--- src/rtl/uart_responder.sv ---
// 8N1 UART endpoint: strobe-driven TX serialiser plus RX deserialiser feeding a show-ahead FIFO.
// Optional internal TX->RX loopback is enabled by defining UART_LOOPBACK_EN.
module uart_responder #(
  parameter int CLKS_PER_BIT = 104,
  parameter int RX_DEPTH     = 4
) (
  input  logic       clk,
  input  logic       resetq,
  input  logic       uart0_wr,
  input  logic [7:0] uart_w,
  output logic       uart0_busy,
  input  logic       uart0_rd,
  output logic       uart0_valid,
  output logic [7:0] uart0_data,
  output logic       uart_tx,
  input  logic       uart_rx
`ifdef UART_LOOPBACK_EN
  ,
  input  logic       loopback
`endif
);

  localparam int AW = $clog2(RX_DEPTH);
  localparam int CW = AW + 1;
  localparam logic [15:0] LP_LAST = 16'(CLKS_PER_BIT - 1);
  localparam logic [15:0] LP_HALF = 16'(CLKS_PER_BIT / 2 - 1);

  typedef enum logic [1:0] {S_IDLE, S_START, S_DATA, S_STOP} state_t;

  state_t      r_tx_state;
  logic [15:0] r_tx_cnt;
  logic [2:0]  r_tx_idx;
  logic [7:0]  r_tx_shift;
  logic        r_tx_line;
  logic        r_busy;

  state_t      r_rx_state;
  logic [15:0] r_rx_cnt;
  logic [2:0]  r_rx_idx;
  logic [7:0]  r_rx_shift;
  logic        r_rx_brk;
  logic        r_rx_s1;
  logic        r_rx_s2;

  logic [7:0]  r_mem [RX_DEPTH];
  logic [AW-1:0] r_wptr;
  logic [AW-1:0] r_rptr;
  logic [CW-1:0] r_count;

  logic w_rx_in;
  logic w_push;
  logic w_pop;
  logic w_full;
  logic w_wr;

`ifdef UART_LOOPBACK_EN
  assign w_rx_in = loopback ? r_tx_line : uart_rx;
  assign uart_tx = loopback | r_tx_line;
`else
  assign w_rx_in = uart_rx;
  assign uart_tx = r_tx_line;
`endif

  assign uart0_busy = r_busy;

  always_ff @(posedge clk) begin
    if (resetq) begin
      r_tx_state <= S_IDLE;
      r_tx_cnt   <= '0;
      r_tx_idx   <= '0;
      r_tx_shift <= '0;
      r_tx_line  <= 1'b1;
      r_busy     <= 1'b0;
    end else begin
      case (r_tx_state)
        S_IDLE: begin
          if (uart0_wr) begin
            r_tx_shift <= uart_w;
            r_tx_line  <= 1'b0;
            r_busy     <= 1'b1;
            r_tx_cnt   <= '0;
            r_tx_state <= S_START;
          end
        end
        S_START: begin
          if (r_tx_cnt == LP_LAST) begin
            r_tx_cnt   <= '0;
            r_tx_idx   <= '0;
            r_tx_line  <= r_tx_shift[0];
            r_tx_state <= S_DATA;
          end else begin
            r_tx_cnt <= r_tx_cnt + 16'd1;
          end
        end
        S_DATA: begin
          if (r_tx_cnt == LP_LAST) begin
            r_tx_cnt <= '0;
            if (r_tx_idx == 3'd7) begin
              r_tx_line  <= 1'b1;
              r_tx_state <= S_STOP;
            end else begin
              r_tx_idx   <= r_tx_idx + 3'd1;
              r_tx_line  <= r_tx_shift[1];
              r_tx_shift <= {1'b0, r_tx_shift[7:1]};
            end
          end else begin
            r_tx_cnt <= r_tx_cnt + 16'd1;
          end
        end
        S_STOP: begin
          if (r_tx_cnt == LP_LAST) begin
            r_tx_cnt   <= '0;
            r_busy     <= 1'b0;
            r_tx_state <= S_IDLE;
          end else begin
            r_tx_cnt <= r_tx_cnt + 16'd1;
          end
        end
        default: r_tx_state <= S_IDLE;
      endcase
    end
  end

  // A low stop bit parks the FSM in STOP until the line returns high, so a break cannot retrigger.
  always_ff @(posedge clk) begin
    if (resetq) begin
      r_rx_s1    <= 1'b1;
      r_rx_s2    <= 1'b1;
      r_rx_state <= S_IDLE;
      r_rx_cnt   <= '0;
      r_rx_idx   <= '0;
      r_rx_shift <= '0;
      r_rx_brk   <= 1'b0;
    end else begin
      r_rx_s1 <= w_rx_in;
      r_rx_s2 <= r_rx_s1;
      case (r_rx_state)
        S_IDLE: begin
          if (!r_rx_s2) begin
            r_rx_cnt   <= '0;
            r_rx_state <= S_START;
          end
        end
        S_START: begin
          if (r_rx_cnt == LP_HALF) begin
            r_rx_cnt   <= '0;
            r_rx_idx   <= '0;
            r_rx_state <= r_rx_s2 ? S_IDLE : S_DATA;
          end else begin
            r_rx_cnt <= r_rx_cnt + 16'd1;
          end
        end
        S_DATA: begin
          if (r_rx_cnt == LP_LAST) begin
            r_rx_cnt   <= '0;
            r_rx_shift <= {r_rx_s2, r_rx_shift[7:1]};
            if (r_rx_idx == 3'd7) r_rx_state <= S_STOP;
            else                  r_rx_idx   <= r_rx_idx + 3'd1;
          end else begin
            r_rx_cnt <= r_rx_cnt + 16'd1;
          end
        end
        S_STOP: begin
          if (r_rx_brk) begin
            if (r_rx_s2) begin
              r_rx_brk   <= 1'b0;
              r_rx_state <= S_IDLE;
            end
          end else if (r_rx_cnt == LP_LAST) begin
            r_rx_cnt <= '0;
            if (r_rx_s2) r_rx_state <= S_IDLE;
            else         r_rx_brk   <= 1'b1;
          end else begin
            r_rx_cnt <= r_rx_cnt + 16'd1;
          end
        end
        default: r_rx_state <= S_IDLE;
      endcase
    end
  end

  assign w_push = (r_rx_state == S_STOP) && !r_rx_brk && (r_rx_cnt == LP_LAST) && r_rx_s2;
  assign w_pop  = uart0_rd && (r_count != '0);
  assign w_full = (r_count == CW'(RX_DEPTH));
  // When full, a same-cycle pop frees the slot the push is about to use.
  assign w_wr   = w_push && (!w_full || w_pop);

  always_ff @(posedge clk) begin
    if (resetq) begin
      r_wptr  <= '0;
      r_rptr  <= '0;
      r_count <= '0;
      for (int i = 0; i < RX_DEPTH; i++) r_mem[i] <= '0;
    end else begin
      if (w_wr) begin
        r_mem[r_wptr] <= r_rx_shift;
        r_wptr        <= r_wptr + AW'(1);
      end
      if (w_pop) r_rptr <= r_rptr + AW'(1);
      case ({w_wr, w_pop})
        2'b10:   r_count <= r_count + CW'(1);
        2'b01:   r_count <= r_count - CW'(1);
        default: r_count <= r_count;
      endcase
    end
  end

  assign uart0_valid = (r_count != '0);
  assign uart0_data  = r_mem[r_rptr];

endmodule

--- config.mk ---
export PLATFORM = sky130hd
export DESIGN_NAME = uart_responder
export DESIGN_NICKNAME = d
export VERILOG_FILES = /design/src/rtl/uart_responder.sv
export SDC_FILE = /design/constraint.sdc
export NUM_CORES = 1
export LEC_CHECK = 0
export CAP_MARGIN = 25
export CELL_PAD_IN_SITES_DETAIL_PLACEMENT = 0
export CELL_PAD_IN_SITES_GLOBAL_PLACEMENT = 1
export CORE_ASPECT_RATIO = 0.75
export CORE_MARGIN = 5
export CORE_UTILIZATION = 47
export CTS_CLUSTER_SIZE = 28
export DETAILED_ROUTE_END_ITERATION = 10
export GPL_ROUTABILITY_DRIVEN = 0
export PLACE_DENSITY_LB_ADDON = 0.05
export SYNTH_ARGS = -nofsm -noshare
export SYNTH_HDL_FRONTEND = slang
export SYNTH_SLANG_ARGS = --single-unit
--- constraint.sdc ---
create_clock -name clk -period 2.5 [get_ports clk]
set_input_delay 0.5 -clock clk [delete_from_list [all_inputs] [get_ports clk]]
set_output_delay 0.5 -clock clk [all_outputs]
set_load 0.02 [all_outputs]
==> impl_metrics.csv, run 1 <==
group,metric,value,unit
worst_setup_path,crit_required,2520,ps
sta,hold_viol_final,0,
sta,slew_violations,0,
synthesis,synthCells,494,
finish,final_cell_area,5740,um2
worst_setup_path,arrival,2310,ps
die,chipHeight,98.8,um
synthesis,yosysSeqAreaShare,0.486,
clock_tree,root_buffer,"clkbuf_16",
sta,relSlewSlack,0.635,
pwr,clkPwrFrac,0.361,
synthesis,ys.warnings.count,0,
pwr,seqPwrFrac,0.456,
synthesis,synthesis.area,4940,um2
clock_tree,cts_buffer_depth,2,
sta,setup_viol,0,
finish,area_delta_synth_final,16.1,%
worst_setup_path,cp_cell_sequence,"nor4_2, nand3_2, nor3b_2, and3b_1, nor3b_4, or2_1",
sta,min_period_over_period,0.915,
sta,fmax,0.437,GHz
run,cap_violations,0,
global_routing,grt.total_usage,0.169,
worst_setup_path,start_kind,"flip-flop",
worst_setup_path,max_stage_delay,400,ps
die,rows,32,
synthesis,synth_ff_type,"dfxtp_1",
pwr,p_int,3.06,mW
pwr,p_leak,2.13,nW
worst_setup_path,end_kind,"flip-flop",
worst_setup_path,slowest_stage,"nor4_2",
finish,drive_above_1_share,0.119,
die,die_w,128,um
pwr,pwr-share-comb,0.183,
synthesis,syn_area_per_cell,10.0,um2
detailed_routing,drt_iter0_markers,171,
pwr,power_per_cell_area,734,nW/um2
synthesis,synth_seq_cells,104,
pwr,sw_frac_of_total,0.273,
sta,tns,0,ps
clock_tree,cts_tree,"built",
die,core_area,10300,um2
place,io_buffers,23,
detailed_routing,drt_wl_total,10000,um
global_routing,grt-ovfl-total,0,
clock_tree,htree_levels,3,
die,start_util,0.480,
synthesis,synth_cell_types,59,
global_routing,grt_pass1_vias,3415,
clock_tree,clk_latency,340,ps
detailed_routing,drc_errors,0,
synthesis,async_flop_share,0,
global_routing,antenna_found_initial,0,
sta,rsz0062_at_grt,"false",
detailed_routing,wl_per_cell,15.1,um
detailed_routing,dr.pass1.iters,4,
global_routing,grt_pass1_wl,17100,um
clock_tree,clock-sinks,104,
min_path,holdCritPathClass,"flip-flop to flip-flop",
synthesis,syn_nets,519,
global_routing,grt_max_degree,58,
clock_tree,cts.clk_slew.worst_paths,70,ps
pwr,p_switching,1.15,mW
detailed_routing,routed_via_density,5.32,
clock_tree,cts_hold_buf,0,
pwr,power,4.21,mW
synthesis,synth_edf_count,32,
detailed_routing,ant_nets,0,
sta,fin_skew,7.16,ps
place,placed_cell_area,5390,um2
finish,final_nets,550,
detailed_routing,vias,3544,
die,io_pins,24,
worst_setup_path,crit_type,"flip-flop to flip-flop",
clock_tree,cts_buffers,9,
sta,worstMarginPinSlew,548,ps
sta,min_period,2290,ps
finish,antennaDiodeCount,0,
pwr,ir_worst_vdd,0.577,mV
status,status,"completed",
worst_setup_path,cp_max_fo,8,
die,die_area,12700,um2
place,hpwl,7080,um
layer usage:
metal | vias up | global-route usage | share of wire
li1 | 1806 | - | -
met5 | - | 0 | 0
met2 | 61 | 0.249 | 0.43
met3 | 6 | 0.0412 | 0.041
met4 | 0 | 0.0465 | 0.0095
met1 | 1671 | 0.247 | 0.52
cell usage in the layout (no fill, tap or decap), types with 10 or more instances in the layout:
cell type / count
xnor2_1: 12
a211oi_1: 10
nor2_1: 62
ha_1: 11
xor2_1: 14
nand2_1: 36
dfxtp_1: 72
clkdlybuf4s50_1: 14
a21oi_1: 24
and2_1: 39
o21ai_0: 14
nand3_1: 26
buf_4: 18
mux2i_1: 13
edfxtp_1: 32
worst paths after layout:
check,from,end,slack [ps],cells after the start
setup / recovery,r_rx_cnt[10],r_mem[0][4],210,6
hold / removal,r_rx_s1,r_rx_s2,450,1
setup reg to reg,r_rx_cnt[10],r_mem[0][4],210,6
hold reg to reg,r_rx_s1,r_rx_s2,450,1
synthesized netlist by cell type, types with 3 or more instances:
master	count	area share
edfxtp_1	32	0.19
nor3_1	4	0.0041
or3_1	3	0.0038
and4_1	3	0.0053
ha_1	11	0.028
xnor2_1	12	0.021
a311oi_1	3	0.0053
and3b_1	4	0.0071
o21ai_0	14	0.014
dfxtp_1	72	0.29
or2_1	3	0.0038
o21ai_1	7	0.0071
and2_1	39	0.049
nand4_1	6	0.0076
a211oi_1	10	0.015
nand3_1	26	0.026
and3_1	4	0.0051
or4b_1	3	0.0061
nand2_1	36	0.027
or2_2	5	0.0063
mux4_2	8	0.036
buf_2	4	0.0041
a21oi_1	24	0.024
xor2_1	14	0.025
inv_1	9	0.0068
nor2b_1	5	0.0063
clkbuf_1	15	0.011
nor2_1	62	0.047
nand2b_1	6	0.0076
a31oi_1	4	0.0051
mux2i_1	13	0.026
worst max-delay path: cells and delay by family (launching register included):
family           cells  cell delay, ps
DFF                  1             360
and+or+nand+nor      6            1600
power groups by stage:
stage	combinational, mW	sequential, mW	clock [mW]
6_report	0.768	1.92	1.52
3_5_place_dp	0.769	1.96	0
5_1_grt	0.865	1.94	1.64
2_1_floorplan	0.606	1.95	0
4_1_cts	0.772	1.92	1.56
3_3_place_gp	0.757	1.95	0
stage by stage:
step | std cells | setup slack (ps) | utilization | hold slack (ps)
5_1_grt | 666 | 6.35 | 0.557 | 462
3_3_place_gp | 650 | 23.2 | 0.524 | 425
2_1_floorplan | 494 | 342 | - | 389
6_report | 666 | 212 | 0.557 | 446
3_5_place_dp | 650 | -47.7 | 0.524 | 428
4_1_cts | 666 | 20.1 | 0.555 | 450
logic make-up (layout without fill, tap and decap cells):
logic type | Yosys count | count (layout) | synth area share
muxes | 22 | 22 | 0.0651
and+or+nand+nor | 226 | 226 | 0.250
DFF | 104 | 104 | 0.486
AOI/OAI and AO/OA | 73 | 73 | 0.0937
xor gates and xnor gates | 26 | 26 | 0.0461
buffers and inverters | 31 | 67 | 0.0268
adders and majority gates | 12 | 12 | 0.0319
what timing repair did:
| item | in CTS | in global routing |
|---|---|---|
| endpoints found under the setup margin | 0 | 16 |
| setup buffers | 0 | 0 |
| gates resized for setup | 0 | 9 |
| hold endpoints to repair | 0 | 0 |
final cells by class:
class                      instances  area, um2
clock inverter                     6       91.3
multi-input combinational        359       2410
tap                              136        170
sequential                       104       2400
fill                             899       4550
clock buffer                      10        229
inverter                           9       33.8
timing repair buffer              42        400
sequential cells by signal, summed over array words and instances, names as in the netlist, named ones only:
register    count
r_rx_cnt       16
r_rx_s1         1
r_rx_brk        1
r_wptr          2
r_tx_cnt       16
r_rx_state      1
r_tx_state      2
r_count         3
r_rx_shift      8
r_tx_idx        3
r_rx_s2         1
uart0_busy      1
r_tx_shift      8
r_mem          32
r_rx_idx        3
uart_tx         1
r_rptr          2
Power figures use the tool's default switching activity.
==> run 2, diff against run 1 <==
--- a/config.mk
+++ b/config.mk
@@ -11,7 +11,6 @@
 export CORE_ASPECT_RATIO = 0.75
 export CORE_MARGIN = 5
 export CORE_UTILIZATION = 47
-export CTS_CLUSTER_SIZE = 28
 export DETAILED_ROUTE_END_ITERATION = 10
 export GPL_ROUTABILITY_DRIVEN = 0
 export PLACE_DENSITY_LB_ADDON = 0.05
==> results of run 2 <==
Same layout as run 1: the final DEF is identical, and so are final timing and power.
==> run 3, diff against run 2 <==
--- a/config.mk
+++ b/config.mk
@@ -8,9 +8,9 @@
 export CAP_MARGIN = 25
 export CELL_PAD_IN_SITES_DETAIL_PLACEMENT = 0
 export CELL_PAD_IN_SITES_GLOBAL_PLACEMENT = 1
-export CORE_ASPECT_RATIO = 0.75
+export CORE_ASPECT_RATIO = 1.2
 export CORE_MARGIN = 5
-export CORE_UTILIZATION = 47
+export CORE_UTILIZATION = 30
 export DETAILED_ROUTE_END_ITERATION = 10
 export GPL_ROUTABILITY_DRIVEN = 0
 export PLACE_DENSITY_LB_ADDON = 0.05
==> run 3 against run 2 <==
Effect of this change:
- die area rose by 51%
- register-to-register slack got worse by 20 ps
- count of clock-buffer cells in the layout fell by 1
- worst hold slack got worse by 27 ps
- flip-flop and latch count did not move
- routed wire length rose by 7.1%
- sequential share of layout area fell by 0.97 points
- clock skew rose by 1.8 ps
- critical path type unchanged
- largest cell class unchanged
==> impl_metrics.csv, run 3 (synthesis results as in run 1) <==
group,metric,value,unit
min_path,holdCritPathClass,"flip-flop to flip-flop",
clock_tree,cts_buffer_depth,2,
finish,final_common_cell,"dfxtp_1",
clock_tree,cts_buffers,9,
worst_setup_path,arrival,2550,ps
sta,tns,0,ps
sta,hold_viol_final,0,
worst_setup_path,cp-startpoint,"r_rx_cnt[0]",
clock_tree,clk_latency,350,ps
sta,fin_skew,8.99,ps
detailed_routing,drt_iter0_markers,198,
finish,regMostFlops,"r_mem",
global_routing,antenna_found_initial,0,
global_routing,grt_use_met2,0.194,
worst_setup_path,crit_required,2730,ps
die,core_area,16200,um2
detailed_routing,wl_per_cell,14.3,um
finish,final_cell_area,5870,um2
sta,worstMarginPinSlew,515,ps
run,cap_violations,0,
pwr,sw_frac_of_total,0.282,
global_routing,grt.total_usage,0.116,
finish,final_nets,557,
detailed_routing,routed_via_density,4.74,
global_routing,grt_pass1_vias,3379,
worst_setup_path,reg2reg_from,"r_rx_cnt[0]",
sta,setup_viol,0,
pwr,p_int,2.96,mW
pwr,pwr-share-comb,0.188,
die,chipHeight,151,um
clock_tree,root_buffer,"clkbuf_16",
min_path,hold_depth,1,
finish,drive_above_1_share,0.130,
sta,slew_violations,0,
finish,n_fill_cell,1653,
detailed_routing,dr.pass1.iters,6,
sta,min_period_over_period,0.924,
pwr,ir_worst_vdd,0.266,mV
sta,finalHoldWorstSlack,419,ps
min_path,min_from,"r_rx_s1",
clock_tree,clock-sinks,104,
status,status,"completed",
clock_tree,cts.clk_slew.worst_paths,70,ps
worst_setup_path,rrSetupSlack,190,ps
detailed_routing,drt_wl_total,10700,um
global_routing,grt_max_degree,58,
global_routing,met1_usage,0.145,
die,die_area,19100,um2
sta,rsz0062_at_grt,"false",
die,start_util,0.305,
place,placed_cell_area,5550,um2
clock_tree,htree_levels,3,
sta,min_period,2310,ps
worst_setup_path,end_kind,"flip-flop",
die,rows,51,
detailed_routing,ant_nets,0,
detailed_routing,drc_errors,0,
worst_setup_path,cp_max_fo,3,
detailed_routing,vias,3549,
worst_setup_path,crit_type,"flip-flop to flip-flop",
pwr,power_per_cell_area,701,nW/um2
finish,top_regs,"r_mem x32, r_rx_cnt x16, r_tx_cnt x16",
pwr,power,4.12,mW
global_routing,grt_use_met3,0.0224,
global_routing,grt_pass1_wl,17500,um
pwr,p_leak,2.14,nW
global_routing,grt_busiest_layer,"met2",
finish,antennaDiodeCount,0,
sta,relSlewSlack,0.656,
worst_setup_path,timing.rr.end,"r_count[2]",
die,die_w,127,um
global_routing,grt-ovfl-total,0,
place,hpwl,7640,um
finish,area_delta_synth_final,18.8,%
sta,fmax,0.433,GHz
worst_setup_path,ff2ff_path_depth,9,
pwr,seqPwrFrac,0.465,
worst_setup_path,start_kind,"flip-flop",
clock_tree,cts_tree,"built",
finish,final_cell_mix,"72 x dfxtp_1, 62 x nor2_1, 39 x and2_1",
clock_tree,post_cts_buffers,0,
pwr,clkPwrFrac,0.347,
min_path,min_to,"r_rx_s2",
finish,largest_register_ffs,32,
pwr,p_switching,1.16,mW
die,io_pins,24,
place,io_buffers,23,
[run 3: critical path: stages, from the launching register on]
cell and delay, ps:
dfxtp_1 360, ha_1 190, nor4bb_1 360, nand4_1 240, o31ai_2 340, fa_1 260, nor2_1 50, a2bb2oi_1 180
xor2_1 180, nor2_1 50
[run 3: worst max path at each step]
stage	end	slack, ps	cells past startpoint
floorplan	r_mem[0][0]	340	7
global placement	r_mem[1][3]	20	6
detailed placement	r_mem[1][3]	-9	6
CTS	uart0_data[4]	5	3
global route	r_count[2]	10	9
finish	r_count[2]	190	9
[run 3: what timing repair did]
item / in CTS / in global routing
endpoints found under the setup margin: 2 / 22
gates resized for setup: 2 / 8
hold buffers: 0 / 0
[run 3: final cells by class]
type                       instances  area (um2)  area share
multi-input combinational        359        2420       0.412
clock inverter                     7        70.1      0.0119
clock buffer                       9         225      0.0384
sequential                       104        2400       0.409
timing repair buffer              49         458      0.0780
inverter                           9        33.8     0.00575
tap                              212         265      0.0452
[run 3: per-stage QoR]
step,cells,utilization,setup slack [ps]
6_report,749,0.362,189
5_1_grt,749,0.362,10.6
4_1_cts,749,0.361,4.61
3_5_place_dp,733,0.343,-9.36
3_3_place_gp,733,0.343,18.4
2_1_floorplan,494,-,342
[run 3: per-layer routing]
layer  routed length [um]  vias up
met5                    0        -
met4                  214        0
met3                  274       14
met2                 5220       46
met1                 5030     1661
li1                     -     1828
[run 3: power groups by stage]
| stage | Sequential, mW | Clock, mW | Combinational [mW] |
|---|---|---|---|
| 2_1_floorplan | 1.95 | 0 | 0.606 |
| 3_3_place_gp | 1.95 | 0 | 0.790 |
| 3_5_place_dp | 1.95 | 0 | 0.787 |
| 4_1_cts | 1.92 | 1.48 | 0.788 |
| 5_1_grt | 1.93 | 1.57 | 0.866 |
| 6_report | 1.91 | 1.43 | 0.774 |
